$ cat config.mk
export PLATFORM = sky130hd
export DESIGN_NAME = fetch_stage
export DESIGN_NICKNAME = d
export VERILOG_FILES = /design/src/rtl/fetch_stage.sv
export SDC_FILE = /design/constraint.sdc
export NUM_CORES = 1
export LEC_CHECK = 0
export BUFFER_PORTS_ARGS = -buffer_cell sky130_fd_sc_hd__buf_2
export CORE_ASPECT_RATIO = 1.25
export CORE_UTILIZATION = 40
export CTS_CLUSTER_DIAMETER = 80
export DETAILED_ROUTE_END_ITERATION = 10
export PLACE_DENSITY = 0.71
export SLEW_MARGIN = 20
export SYNTH_ARGS = -nofsm -noshare
export SYNTH_HDL_FRONTEND = slang
export SYNTH_SLANG_ARGS = --single-unit
$ cat constraint.sdc
create_clock -name clk -period 6.54 [get_ports clk]
set_input_delay 0.654 -clock clk [delete_from_list [all_inputs] [get_ports clk]]
set_output_delay 0.654 -clock clk [all_outputs]
set_load 0.01 [all_outputs]
$ cat src/rtl/fetch_stage.sv
// rtl/fetch_stage.sv - instruction fetch front end with 2-entry {pc, instr} prefetch buffer
module fetch_stage #(
    parameter int              ADDR_W    = 16,
    parameter int              DATA_W    = 16,
    parameter logic [ADDR_W-1:0] RESET_PC  = '0,
    parameter logic [DATA_W-1:0] NOP_INSTR = '0
) (
    input  logic              clk,
    input  logic              resetn,
    output logic [ADDR_W-1:0] imem_addr,
    output logic              imem_rd_en,
    input  logic [DATA_W-1:0] imem_rd_data,
    input  logic              stall,
    input  logic              redirect,
    input  logic [ADDR_W-1:0] redirect_pc,
    output logic [DATA_W-1:0] if_instr,
    output logic [ADDR_W-1:0] if_pc,
    output logic              if_valid
);

    logic [ADDR_W-1:0] pc_q, pc_d;
    logic [ADDR_W-1:0] tag_q, tag_d;
    logic [ADDR_W-1:0] last_pc_q;
    logic              inflight_q, inflight_d;
    logic [1:0]        count_q, count_d;
    logic              head_q, head_d;
    logic [ADDR_W-1:0] buf_pc_q    [2];
    logic [DATA_W-1:0] buf_instr_q [2];

    logic       pop;
    logic       push;
    logic       issue;
    logic       wr_idx;
    logic [2:0] occupancy;

    assign if_valid = (count_q != 2'd0);
    assign if_pc    = if_valid ? buf_pc_q[head_q]    : last_pc_q;
    assign if_instr = if_valid ? buf_instr_q[head_q] : NOP_INSTR;

    assign pop       = if_valid & ~stall & ~redirect;
    assign push      = inflight_q & ~redirect;
    // An arriving response only ever sees count <= 1, so head+count picks a free slot.
    assign wr_idx    = head_q ^ count_q[0];
    assign occupancy = {1'b0, count_q} - {2'b00, pop} + {2'b00, inflight_q};
    assign issue     = (occupancy <= 3'd1);

    assign imem_rd_en = resetn & (redirect | issue);
    assign imem_addr  = redirect ? redirect_pc : pc_q;

    always_comb begin
        pc_d       = pc_q;
        tag_d      = tag_q;
        inflight_d = 1'b0;
        count_d    = count_q;
        head_d     = head_q;
        if (redirect) begin
            pc_d       = redirect_pc + 1'b1;
            tag_d      = redirect_pc;
            inflight_d = 1'b1;
            count_d    = 2'd0;
            head_d     = 1'b0;
        end else begin
            count_d = count_q + {1'b0, push} - {1'b0, pop};
            if (pop) begin
                head_d = ~head_q;
            end
            if (issue) begin
                pc_d       = pc_q + 1'b1;
                tag_d      = pc_q;
                inflight_d = 1'b1;
            end
        end
    end

    always_ff @(posedge clk or negedge resetn) begin
        if (!resetn) begin
            pc_q           <= RESET_PC;
            tag_q          <= RESET_PC;
            last_pc_q      <= RESET_PC;
            inflight_q     <= 1'b0;
            count_q        <= 2'd0;
            head_q         <= 1'b0;
            buf_pc_q[0]    <= RESET_PC;
            buf_pc_q[1]    <= RESET_PC;
            buf_instr_q[0] <= NOP_INSTR;
            buf_instr_q[1] <= NOP_INSTR;
        end else begin
            pc_q       <= pc_d;
            tag_q      <= tag_d;
            last_pc_q  <= if_pc;
            inflight_q <= inflight_d;
            count_q    <= count_d;
            head_q     <= head_d;
            if (push) begin
                buf_pc_q[wr_idx]    <= tag_q;
                buf_instr_q[wr_idx] <= imem_rd_data;
            end
        end
    end

endmodule
# After elaboration in Yosys (flattened, before gate mapping)
# Cells that the tools add are included.
# op_classes
order_cmp,4
n_reduce_logical,4
n_bitwise,11
muxes,22
n_addsub,6
# ops
op,n
$mux W16,14
$bwmux W32,2
$add A16 B1 Y16 const B,2
$demux W16 S1,1
$reduce_bool A2 Y1,3
$and A1 B1 Y1,4
$ge A2 B2 Y1 const B,2
$mux W1,4
$not A1 Y2,2
$add A3 B1 Y3,1
$le A3 B1 Y1 const B,1
$not A1 Y1,3
$sub A2 B1 Y3,1
$add A2 B1 Y2,1
$lt A2 B1 Y1 const B,1
$mux W2,1
$sub A2 B1 Y2,1
$logic_and A1 B1 Y1,1
$or A1 B1 Y1,1
$xor A1 B1 Y1,1
# totals
regBits,116

# Longest topological paths before layout
# Gate-level depths: netlist of the first run.
# logic_depth
depth_word,8
depth_mapped,13

# Worst setup path after synthesis of the first run
# No wires, ideal clock.
# synth_path
path_type,input -> output
from,in redirect
to,out imem_rd_en
n_path_buf,3
t_arrival_ps,2904
stages,12
slack_ps,2982
cell_sequence,buf_2 buf_2 nor3_1 ha_1 inv_1 ha_1 fa_1 xor2_1 a21oi_2 clkinv_1 clkbuf_1 and2_1
# synth_between
elab_chain_cells,7
# synth_lines
element,line,source
from (decl),14,"input logic redirect,"
$not A1 Y1,40,assign pop = if_valid & ~stall & ~redirect;
$and A1 B1 Y1,40,
$sub A2 B1 Y3,44,"assign occupancy = {1'b0, count_q} - {2'b00, pop} + {2'b00, inflight_q};"
$add A3 B1 Y3,44,
$le A3 B1 Y1,45,assign issue = (occupancy <= 3'd1);
$or A1 B1 Y1 (*),47,assign imem_rd_en = resetn & (redirect | issue);
$and A1 B1 Y1 (*),47,
to (decl),11,"output logic imem_rd_en,"
# Mark *: on every way between the ends. The rest lies on a longest branch, timed or not.

# Worst setup path after layout of the first run
# layout_path
from,reg count_q[0]
to,out imem_rd_en
# layout_between
elab_chain_cells,8
# layout_lines
element,line,source
from (decl),25,"logic [1:0] count_q, count_d;"
from (signal assigned),92,count_q <= count_d;
$reduce_bool A2 Y1,36,assign if_valid = (count_q != 2'd0);
$and A1 B1 Y1 (2 in a row),40,
$sub A2 B1 Y3 (*),44,
$add A3 B1 Y3 (*),44,
$le A3 B1 Y1 (*),45,
$or A1 B1 Y1 (*),47,
$and A1 B1 Y1 (*),47,
# Marked as above.

==> summary.txt, run 1 <==
Synthesis
  – Number of synthesized register bits: 116
  – Synth warn: 0
  – Post-synth ARST share: 100%
  – Syn Nets: 509
  – Synth cell count leaders: dfrtp_1, mux2_2, nor2_1
  – Sequential area share after synthesis: 53.5%
  – Post-Synthesis Cells: 467
  – Largest cells by area after synthesis: dfrtp_1, mux2_2, mux2i_1
  – Unique masters post-synth: 48
  – Count leader, synth: dfrtp_1
  – Number of synthesized flops with an enable pin: 0
  – Yosys top cell area share: 53.5%
  – Syn avg cell area: 11.6 µm²
  – Synth Flop Type: dfrtp_1
  – Cell Area, Synth: 5420 µm²
  – Area leader, netlist: dfrtp_1

Clocking
  – Postcts setup bufs: 0
  – Post_cts resized: 0
  – Clock Path Buffers: 2
  – H-tree depth: 4
  – CTS Sinks: 116
  – CTS tree: yes
  – CTS buffer count: 17
  – Root Driver: clkbuf_16
  – CTS Hold Bufs: 0
  – Clock-pin slew on the worst setup and hold paths: 0.05 ns
  – Worst-skew pair later-pin latency: 0.40 ns

STA
  – Setup violations, final: 0
  – RSZ-0062 raised after global routing: no
  – Worst clock skew: 0.00480 ns
  – Final period utilization: 65.9%
  – Final WS setup: 2.23 ns
  – Worst slew pin tran: 1.05 ns
  – Min Tclk post-route: 4.31 ns
  – WHS: 0.296 ns
  – Max_slew headroom: 29.8%
  – Fmax: 0.232 GHz
  – Final Max Tran Viols: 0
  – Setup_tns: 0 ns
  – Fin. Hold Viols: 0

Power and ir drop
  – Cell Pwr Density: 581 nW/µm²
  – Peak supply drop: 198 µV
  – Lkg Pwr: 3.03 nW

Drt
  – Avg WL per Cell: 15.6 µm
  – Met2 routed WL: 5760 µm
  – Top Metal Used: met4
  – 1st-iter DRT viols: 123
  – Routed WL: 11500 µm
  – Drt drc: 0
  – Detail Route met3 WL: 408 µm
  – Met1 wire length: 5030 µm
  – Via count: 3762
  – Drt first pass iters: 4
  – Routed vias/inst: 5.12
  – Post-route ant nets: 0

Place
  – Final HPWL DP: 7660 µm
  – Port Buffers: 85
  – DP Area: 5990 µm²
  – DP Worst Slack: 2.36 ns
  – RePlAce Congestion: 0.871

Setup path
  – Reg-to-Reg End: pc_q[13]
  – Max stage delay on crit path: 0.47 ns
  – CP required: 5.89 ns
  – Worst path cell trace: nor2_4 > buf_16 > nor3_1 > ha_1 > inv_1 > ha_1 > fa_1 > xor2_1 > a21oi_2 > buf_4 > clkinv_1 > and2_1 > buf_2
  – Critical path class: reg -> out
  – Arrival time worst endpoint: 3.65 ns
  – Crit path top cell by count: ha_1
  – R2R setup slack: 2.98 ns
  – CP max-delay cell: nor2_4
  – Setup crit end kind: primary output
  – Crit path from: count_q[0]
  – Reg2reg path depth: 13
  – Worst Path Max Fanout: 33
  – Startpoint Class: flip-flop
  – Worst r2r src: count_q[0]

Layout
  – Fill count: 1157
  – Final Instance Area: 6690 µm²
  – NumNets Final: 593
  – Finished Core Util: 50.5%
  – Layout cells sized above 1: 36.2%
  – Diode count: 0
  – Area delta synth->final: 23.3%

GRT
  – Largest net degree at the start of global routing: 63
  – GRT Residual Overflow: 0
  – Initial antenna violation count: 0
  – Vias in the first global route: 4038
  – GRT Total Usage: 18.0%
  – First-pass GRT wire length: 19700 µm

Die
  – Die H: 132 µm
  – I/O pin count: 86
  – Die ar.: 14000 µm²
  – Rows: 47
  – Core Area: 13200 µm²
  – Die Wd: 106 µm
  – Initial core utilization: 41.0%

Hold path
  – Hold Path Class: in -> async

Status
  – Outcome: complete, no violations

Job
  – Max-cap check violation count: 0
[cell families after synthesis]
| family | Yosys count | share of synthesized area [%] |
|---|---|---|
| adder cells (fa/ha/maj) | 6 | 1.52 |
| XOR/XNOR | 7 | 1.13 |
| AO/OA/AOI/OAI | 64 | 7.61 |
| buffers and inverters | 39 | 3.16 |
| flip-flops | 116 | 53.5 |
| multiplexers | 111 | 22.3 |
| AND/OR/NAND/NOR | 124 | 10.8 |
[power breakdown]
part           internal, mW  switching, mW
registers              1.10          0.256
clock network         0.714          0.315
logic                 0.702          0.797
total                  2.51           1.37
[area by class of cell]
type | instances | area (µm²) | area share (%)
clock inverters | 13 | 230 | 3.44
flip-flops and latches | 116 | 2900 | 43.4
inverters | 13 | 48.8 | 0.730
clock buffers | 19 | 433 | 6.48
well taps | 171 | 214 | 3.20
repair buffers | 91 | 493 | 7.37
multi-input cells | 312 | 2360 | 35.3
[state kept, by name, indices dropped and copies added, names as in the netlist]
| signal | flops |
|---|---|
| count_q | 2 |
| inflight_q | 1 |
| tag_q | 16 |
| pc_q | 16 |
| last_pc_q | 16 |
| buf_pc_q | 32 |
| head_q | 1 |
| buf_instr_q | 32 |
[cell usage in the layout (no fill, tap or decap), types with 3 or more instances in the layout]
| cell | netlist | final |
|---|---|---|
| dfrtp_1 | 116 | 115 |
| buf_2 | 14 | 84 |
| mux2_2 | 73 | 73 |
| nor2_1 | 60 | 58 |
| mux2i_1 | 36 | 36 |
| nand2_1 | 33 | 33 |
| o21ai_0 | 21 | 21 |
| clkbuf_16 | 0 | 17 |
| inv_1 | 12 | 12 |
| a21oi_1 | 12 | 12 |
| o31ai_1 | 7 | 7 |
| bufinv_16 | 0 | 6 |
| buf_4 | 0 | 6 |
| a31oi_1 | 5 | 5 |
| ha_1 | 5 | 5 |
| xnor2_1 | 4 | 4 |
| nand4_1 | 4 | 4 |
| nand3_1 | 4 | 4 |
| xor2_1 | 3 | 3 |
| nand4b_1 | 3 | 3 |
| nor4_1 | 3 | 3 |
| a22oi_1 | 3 | 3 |
| a21o_1 | 3 | 3 |
| clkinvlp_4 | 0 | 3 |
[per-stage QoR]
stage,instances,power (mW)
after floorplan,467,2.36
after global placement,702,2.77
after detailed placement,702,2.84
after CTS,734,3.89
after global routing,735,4.16
final,735,3.88
[routing by layer]
| layer | vias to the layer above | GRT usage [%] |
|---|---|---|
| met5 | - | 0 |
| met4 | 0 | 8.33 |
| met3 | 21 | 3.81 |
| met2 | 91 | 30.0 |
| met1 | 1837 | 22.2 |
| li1 | 1813 | - |
[critical path: cells and delay by family (launching register included)]
family                     cells  cell delay [ns]
buffers and inverters          5             0.86
and+or+nand+nor                3             0.72
AOI/OAI and AO/OA              1             0.14
xor gates and xnor gates       1             0.19
adders and majority gates      3             0.87
DFF                            1             0.44
[how the worst max path moves through the flow]
stage / to / slack [ns] / cells past startpoint
global placement: imem_rd_en / 2.46 / 12
global route: imem_rd_en / 1.99 / 13
floorplan: imem_rd_en / 2.98 / 12
finish: imem_rd_en / 2.23 / 13
CTS: imem_rd_en / 1.92 / 12
detailed placement: imem_rd_en / 2.36 / 12
(Power assumes the default switching activity.)
==> run 2, diff against run 1 <==
==> constraint.sdc (replaced) <==
create_clock -name clk -period 4.03 [get_ports clk]
set_input_delay 0.403 -clock clk [delete_from_list [all_inputs] [get_ports clk]]
set_output_delay 0.403 -clock clk [all_outputs]
set_load 0.01 [all_outputs]
==> summary.txt, run 2 (synthesized netlist as in run 1, its figures left out) <==
Power and ir drop
  – Cell Pwr Density: 913 nW/µm²
  – Switching pwr: 2.17 mW
  – Overall power: 6.00 mW
  – Internal power: 3.83 mW
  – Lkg Pwr: 3.00 nW
  – Sequential Power Share: 36.5%
  – Clk pwr share: 23.6%
  – Sw frac: 36.2%
  – Combinational Power Share: 39.9%
  – Peak supply drop: 327 µV

Die
  – Rows: 47
  – Die H: 132 µm
  – Die ar.: 14000 µm²
  – I/O pin count: 86
  – Die Wd: 106 µm
  – Core Area: 13200 µm²
  – Initial core utilization: 41.0%

Drt
  – Drt first pass iters: 4
  – Drt drc: 0
  – Routed vias/inst: 5.11
  – Avg WL per Cell: 15.6 µm
  – Via count: 3750
  – 1st-iter DRT viols: 177
  – Post-route ant nets: 0
  – Routed WL: 11500 µm

STA
  – Final period utilization: 78.2%
  – Max_slew headroom: 31.5%
  – Fin. Hold Viols: 0
  – RSZ-0062 raised after global routing: no
  – Worst clock skew: 0.00614 ns
  – Final Max Tran Viols: 0
  – Fmax: 0.317 GHz
  – Worst slew pin tran: 1.03 ns
  – WHS: 0.00657 ns
  – Final WS setup: 0.880 ns
  – Setup_tns: 0 ns
  – Setup violations, final: 0
  – Min Tclk post-route: 3.15 ns

Clocking
  – Root Driver: clkbuf_16
  – CTS buffer count: 17
  – Post_cts resized: 0
  – CTS Sinks: 116
  – Clock Path Buffers: 2
  – CTS Hold Bufs: 0
  – Clock-pin slew on the worst setup and hold paths: 0.05 ns
  – Postcts setup bufs: 0
  – Worst-skew pair later-pin latency: 0.41 ns
  – H-tree depth: 4
  – CTS tree: yes

Setup path
  – Crit path top cell by count: ha_1
  – Critical path endpoint: imem_rd_en
  – R2R setup slack: 1.23 ns
  – Worst Path Max Fanout: 4
  – Crit path from: count_q[0]
  – Reg2reg path depth: 12
  – Reg-to-Reg End: pc_q[8]
  – Max stage delay on crit path: 0.44 ns
  – Worst path cell trace: nor2_4 > nor3_1 > ha_1 > inv_1 > ha_1 > fa_1 > xor2_1 > a21oi_2 > clkinv_1 > and2_1 > buf_2
  – Startpoint Class: flip-flop
  – CP required: 3.63 ns
  – Arrival time worst endpoint: 2.75 ns
  – CP max-delay cell: dfrtp_1
  – Critical path class: reg -> out
  – Worst r2r src: count_q[0]
  – Setup crit end kind: primary output

GRT
  – Met3 Track Usage GR: 3.91%
  – Vias in the first global route: 3827
  – Met2 Resource Use GR: 30.0%
  – First-pass GRT wire length: 19300 µm
  – GRT Total Usage: 17.8%
  – Initial antenna violation count: 0
  – Largest net degree at the start of global routing: 69
  – Met1 GRT Util: 22.3%
  – GRT Residual Overflow: 0
  – GRT Max-Usage Layer: met2

Place
  – DP Worst Slack: 1.26 ns
  – Final HPWL DP: 7750 µm
  – Port Buffers: 85
  – RePlAce Congestion: 0.801
  – Placed cells: 704
  – DP Area: 6010 µm²

Layout
  – Final cell count without fillers: 734
  – Layout cells sized above 1: 35.9%
  – Most common cell after layout, fill and taps aside: dfrtp_1
  – Diode count: 0
  – Most frequent cells in the layout: dfrtp_1, buf_2, mux2_2
  – Final Instance Area: 6570 µm²
  – Regs by FF count: buf_instr_q x32, buf_pc_q x32
  – Area delta synth->final: 21.2%
  – NumNets Final: 594
  – Finished Core Util: 49.7%

Job
  – Max-cap check violation count: 0

Status
  – Outcome: complete, no violations

Hold path
  – Hold Path Class: in -> async
==> run 2: worst max-delay path: cells and delay by family, from the launching register on <==
kind,cells,cell delay (ns)
compound gates,1,0.18
xor+xnor,1,0.20
fa+ha+maj,3,0.83
buf+inv,3,0.31
flops,1,0.44
simple gates,3,0.36
==> run 2: worst min path at each step <==
| stage | depth (start not counted) | endpoint |
|---|---|---|
| after floorplan | 0 | buf_instr_q[0] |
| after global placement | 1 | buf_instr_q[17] |
| after detailed placement | 1 | buf_instr_q[1] |
| after CTS | 1 | buf_instr_q[1] |
| after global routing | 1 | buf_instr_q[1] |
| final | 1 | buf_instr_q[1] |
==> run 2: per-layer routing <==
metal | wire length (µm) | share of wire, %
met1 | 4980 | 43
met2 | 5880 | 51
met3 | 416 | 3.6
met4 | 180 | 1.6
met5 | 0 | 0
==> run 2: power groups by stage <==
stage	registers (mW)	logic, mW	clock network, mW
2_1_floorplan	2.03	1.80	0
3_3_place_gp	2.16	2.34	0
3_5_place_dp	2.21	2.42	0
4_1_cts	2.19	2.44	1.44
5_1_grt	2.28	2.68	1.50
6_report	2.19	2.40	1.41
==> run 2: final cells by class <==
type	instances	area (µm²)
clock inverters	4	45.0
flip-flops and latches	116	2900
inverters	13	48.8
repair buffers	92	480
well taps	171	214
fillers	1229	6660
clock buffers	26	519
multi-input cells	312	2360
==> run 3, diff against run 2 <==
--- a/config.mk
+++ b/config.mk
@@ -5,6 +5,7 @@
 export SDC_FILE = /design/constraint.sdc
 export NUM_CORES = 1
 export LEC_CHECK = 0
+export ABC_AREA = 1
 export BUFFER_PORTS_ARGS = -buffer_cell sky130_fd_sc_hd__buf_2
 export CORE_ASPECT_RATIO = 1.25
 export CORE_UTILIZATION = 40
==> constraint.sdc (replaced) <==
create_clock -name clk -period 3.05 [get_ports clk]
set_input_delay 0.305 -clock clk [delete_from_list [all_inputs] [get_ports clk]]
set_output_delay 0.305 -clock clk [all_outputs]
set_load 0.01 [all_outputs]
==> summary.txt, run 3 <==
Status
  – Outcome: complete, no violations

Power and ir drop
  – Peak supply drop: 473 µV
  – Cell Pwr Density: 1180 nW/µm²
  – Lkg Pwr: 3.45 nW

Layout
  – Area delta synth->final: 20.2%
  – Most frequent cells in the layout: nand2_1, dfrtp_1, buf_2
  – Regs by FF count: buf_instr_q x32, buf_pc_q x32
  – Fill count: 1323
  – Storage element area: 2900 µm²
  – Diode count: 0
  – Final Instance Area: 6690 µm²
  – Most common cell after layout, fill and taps aside: nand2_1
  – Finished Core Util: 49.9%
  – NumNets Final: 808
  – Area of the multi-input gates: 2140 µm²
  – Layout cells sized above 1: 23.0%

Synthesis
  – Largest cells by area after synthesis: dfrtp_1, nand2_1, a21oi_1
  – Sequential area share after synthesis: 52.2%
  – Cell Area, Synth: 5570 µm²
  – Synth warn: 0
  – Area leader, netlist: dfrtp_1
  – Yosys top cell area share: 52.2%
  – Syn Nets: 723
  – Number of synthesized flops with an enable pin: 0
  – Synth Flop Type: dfrtp_1
  – Syn avg cell area: 8.17 µm²
  – Post-synth ARST share: 100%
  – Synth cell count leaders: nand2_1, dfrtp_1, inv_1
  – Post-Synthesis Cells: 681
  – Count leader, synth: nand2_1
  – Number of synthesized register bits: 116
  – Unique masters post-synth: 33

GRT
  – GRT Total Usage: 19.4%
  – Vias in the first global route: 4391
  – Largest net degree at the start of global routing: 79
  – Initial antenna violation count: 0
  – GRT Residual Overflow: 0
  – First-pass GRT wire length: 21400 µm

Job
  – Max-cap check violation count: 0

Clocking
  – Clock-pin slew on the worst setup and hold paths: 0.06 ns
  – CTS buffer count: 17
  – H-tree depth: 4
  – CTS Sinks: 116
  – CTS tree: yes
  – Worst-skew pair later-pin latency: 0.41 ns
  – Clock Path Buffers: 2
  – Root Driver: clkbuf_16

Setup path
  – Crit path from: count_q[0]
  – Largest delay share family, worst path: adder cells
  – WP depth: 12
  – CP required: 2.74 ns
  – CP max-delay cell: fa_1
  – Worst Path Buf+Inv: 3
  – Worst Path Max Fanout: 4
  – Worst path cell trace: nor2_2 > nor2_1 > inv_1 > nor2_1 > ha_1 > inv_1 > ha_1 > fa_1 > nor2_2 > a21oi_4 > nor2_1 > buf_2
  – Crit path top cell by count: nor2_1
  – Critical path class: reg -> out
  – Arrival time worst endpoint: 2.58 ns
  – Reg2reg path depth: 16
  – Worst r2r src: count_q[0]
  – Setup crit end kind: primary output
  – Max stage delay on crit path: 0.45 ns
  – Startpoint Class: flip-flop

Drt
  – Post-route ant nets: 0
  – Avg WL per Cell: 13.7 µm
  – Routed vias/inst: 4.83
  – 1st-iter DRT viols: 285
  – Via count: 4590
  – Drt drc: 0
  – Drt first pass iters: 4
  – Routed WL: 13000 µm

Place
  – DP Worst Slack: 0.314 ns
  – DP Area: 6100 µm²
  – Final HPWL DP: 8390 µm
  – RePlAce Congestion: 0.847
  – Port Buffers: 85

STA
  – Setup_tns: 0 ns
  – Worst clock skew: 0.0102 ns
  – Final Max Tran Viols: 0
  – Min Tclk post-route: 2.89 ns
  – Fin. Hold Viols: 0
  – Final WS setup: 0.165 ns
  – RSZ-0062 raised after global routing: no
  – Worst slew pin tran: 0.590 ns
  – Final period utilization: 94.6%
  – Setup violations, final: 0
  – Max_slew headroom: 60.7%
  – Fmax: 0.347 GHz

Hold path
  – Worst Hold Depth: 3
  – Hold Path Class: in -> reg
  – Worst hold start: imem_rd_data[12]

Die
  – Die H: 134 µm
  – I/O pin count: 86
  – Die Wd: 108 µm
  – Initial core utilization: 41.5%
  – Core Area: 13400 µm²
  – Die ar.: 14400 µm²
  – Rows: 47
==> run 3: per-stage QoR <==
| stage | std cells | hold slack [ns] | power, mW |
|---|---|---|---|
| floorplan | 681 | 0.00941 | 5.02 |
| global placement | 915 | 0.324 | 5.94 |
| detailed placement | 915 | 0.332 | 6.03 |
| CTS | 949 | 0.141 | 7.98 |
| global route | 950 | 0.159 | 8.55 |
| finish | 950 | 0.156 | 7.92 |
==> run 3: kinds of logic after synthesis <==
logic type,synth area share (%)
adders and majority gates,1.48
DFF,52.2
buffers and inverters,9.37
AOI/OAI and AO/OA,13.5
xor gates and xnor gates,0.472
and+or+nand+nor,23.0
==> run 3: power breakdown <==
group	internal (mW)	switching (mW)	leakage [nW]
Combinational	1.19	2.18	1.78
Sequential	2.32	0.362	1.40
Clock	1.15	0.726	0.273
Total	4.66	3.26	3.45
==> run 3: final cells by class <==
type | instances | share of cell area [%]
timing repair buffer | 100 | 8.49
clock inverter | 14 | 1.93
tap | 171 | 3.20
multi-input combinational | 452 | 32.0
inverter | 79 | 4.43
sequential | 116 | 43.4
clock buffer | 18 | 6.56
==> run 3: what timing repair did <==
action / 4_1_cts / 5_1_grt
pin swaps: 1 / 1
buffers inserted: 1 / 1
hold buffers: 1 / 0
endpoints found under the setup margin: 1 / 1
resized for setup: 0 / 1
endpoints found under the hold margin: 38 / 0
==> run 3: path summary, 6_finish.rpt <==
kind	end	slack (ns)
max	imem_rd_en	0.16
min	buf_instr_q[12]	0.16
max reg2reg	pc_q[9]	0.32
min reg2reg	pc_q[0]	0.48
max in group asynchronous	buf_instr_q[7]	1.81
min in group asynchronous	buf_instr_q[9]	0.42
==> run 3: worst reg2reg max path: stages, from the launching register on <==
cell and delay [ns]:
dfrtp_1 0.42, nor2_2 0.14, nor2_1 0.05, inv_1 0.07, nor2_1 0.06, ha_1 0.27
inv_1 0.04, ha_1 0.18, fa_1 0.38, nor2_1 0.13, nor2_2 0.07, a21oi_4 0.17
buf_4 0.21, buf_4 0.20, nor2_1 0.07, nand3_1 0.08, nand3_1 0.08
==> run 3: per-layer routing <==
layer  global-route usage (%)  wire [µm]
met3                     4.52        542
met5                        0          0
met1                     24.6       5970
met2                     31.3       6170
met4                     8.83        348
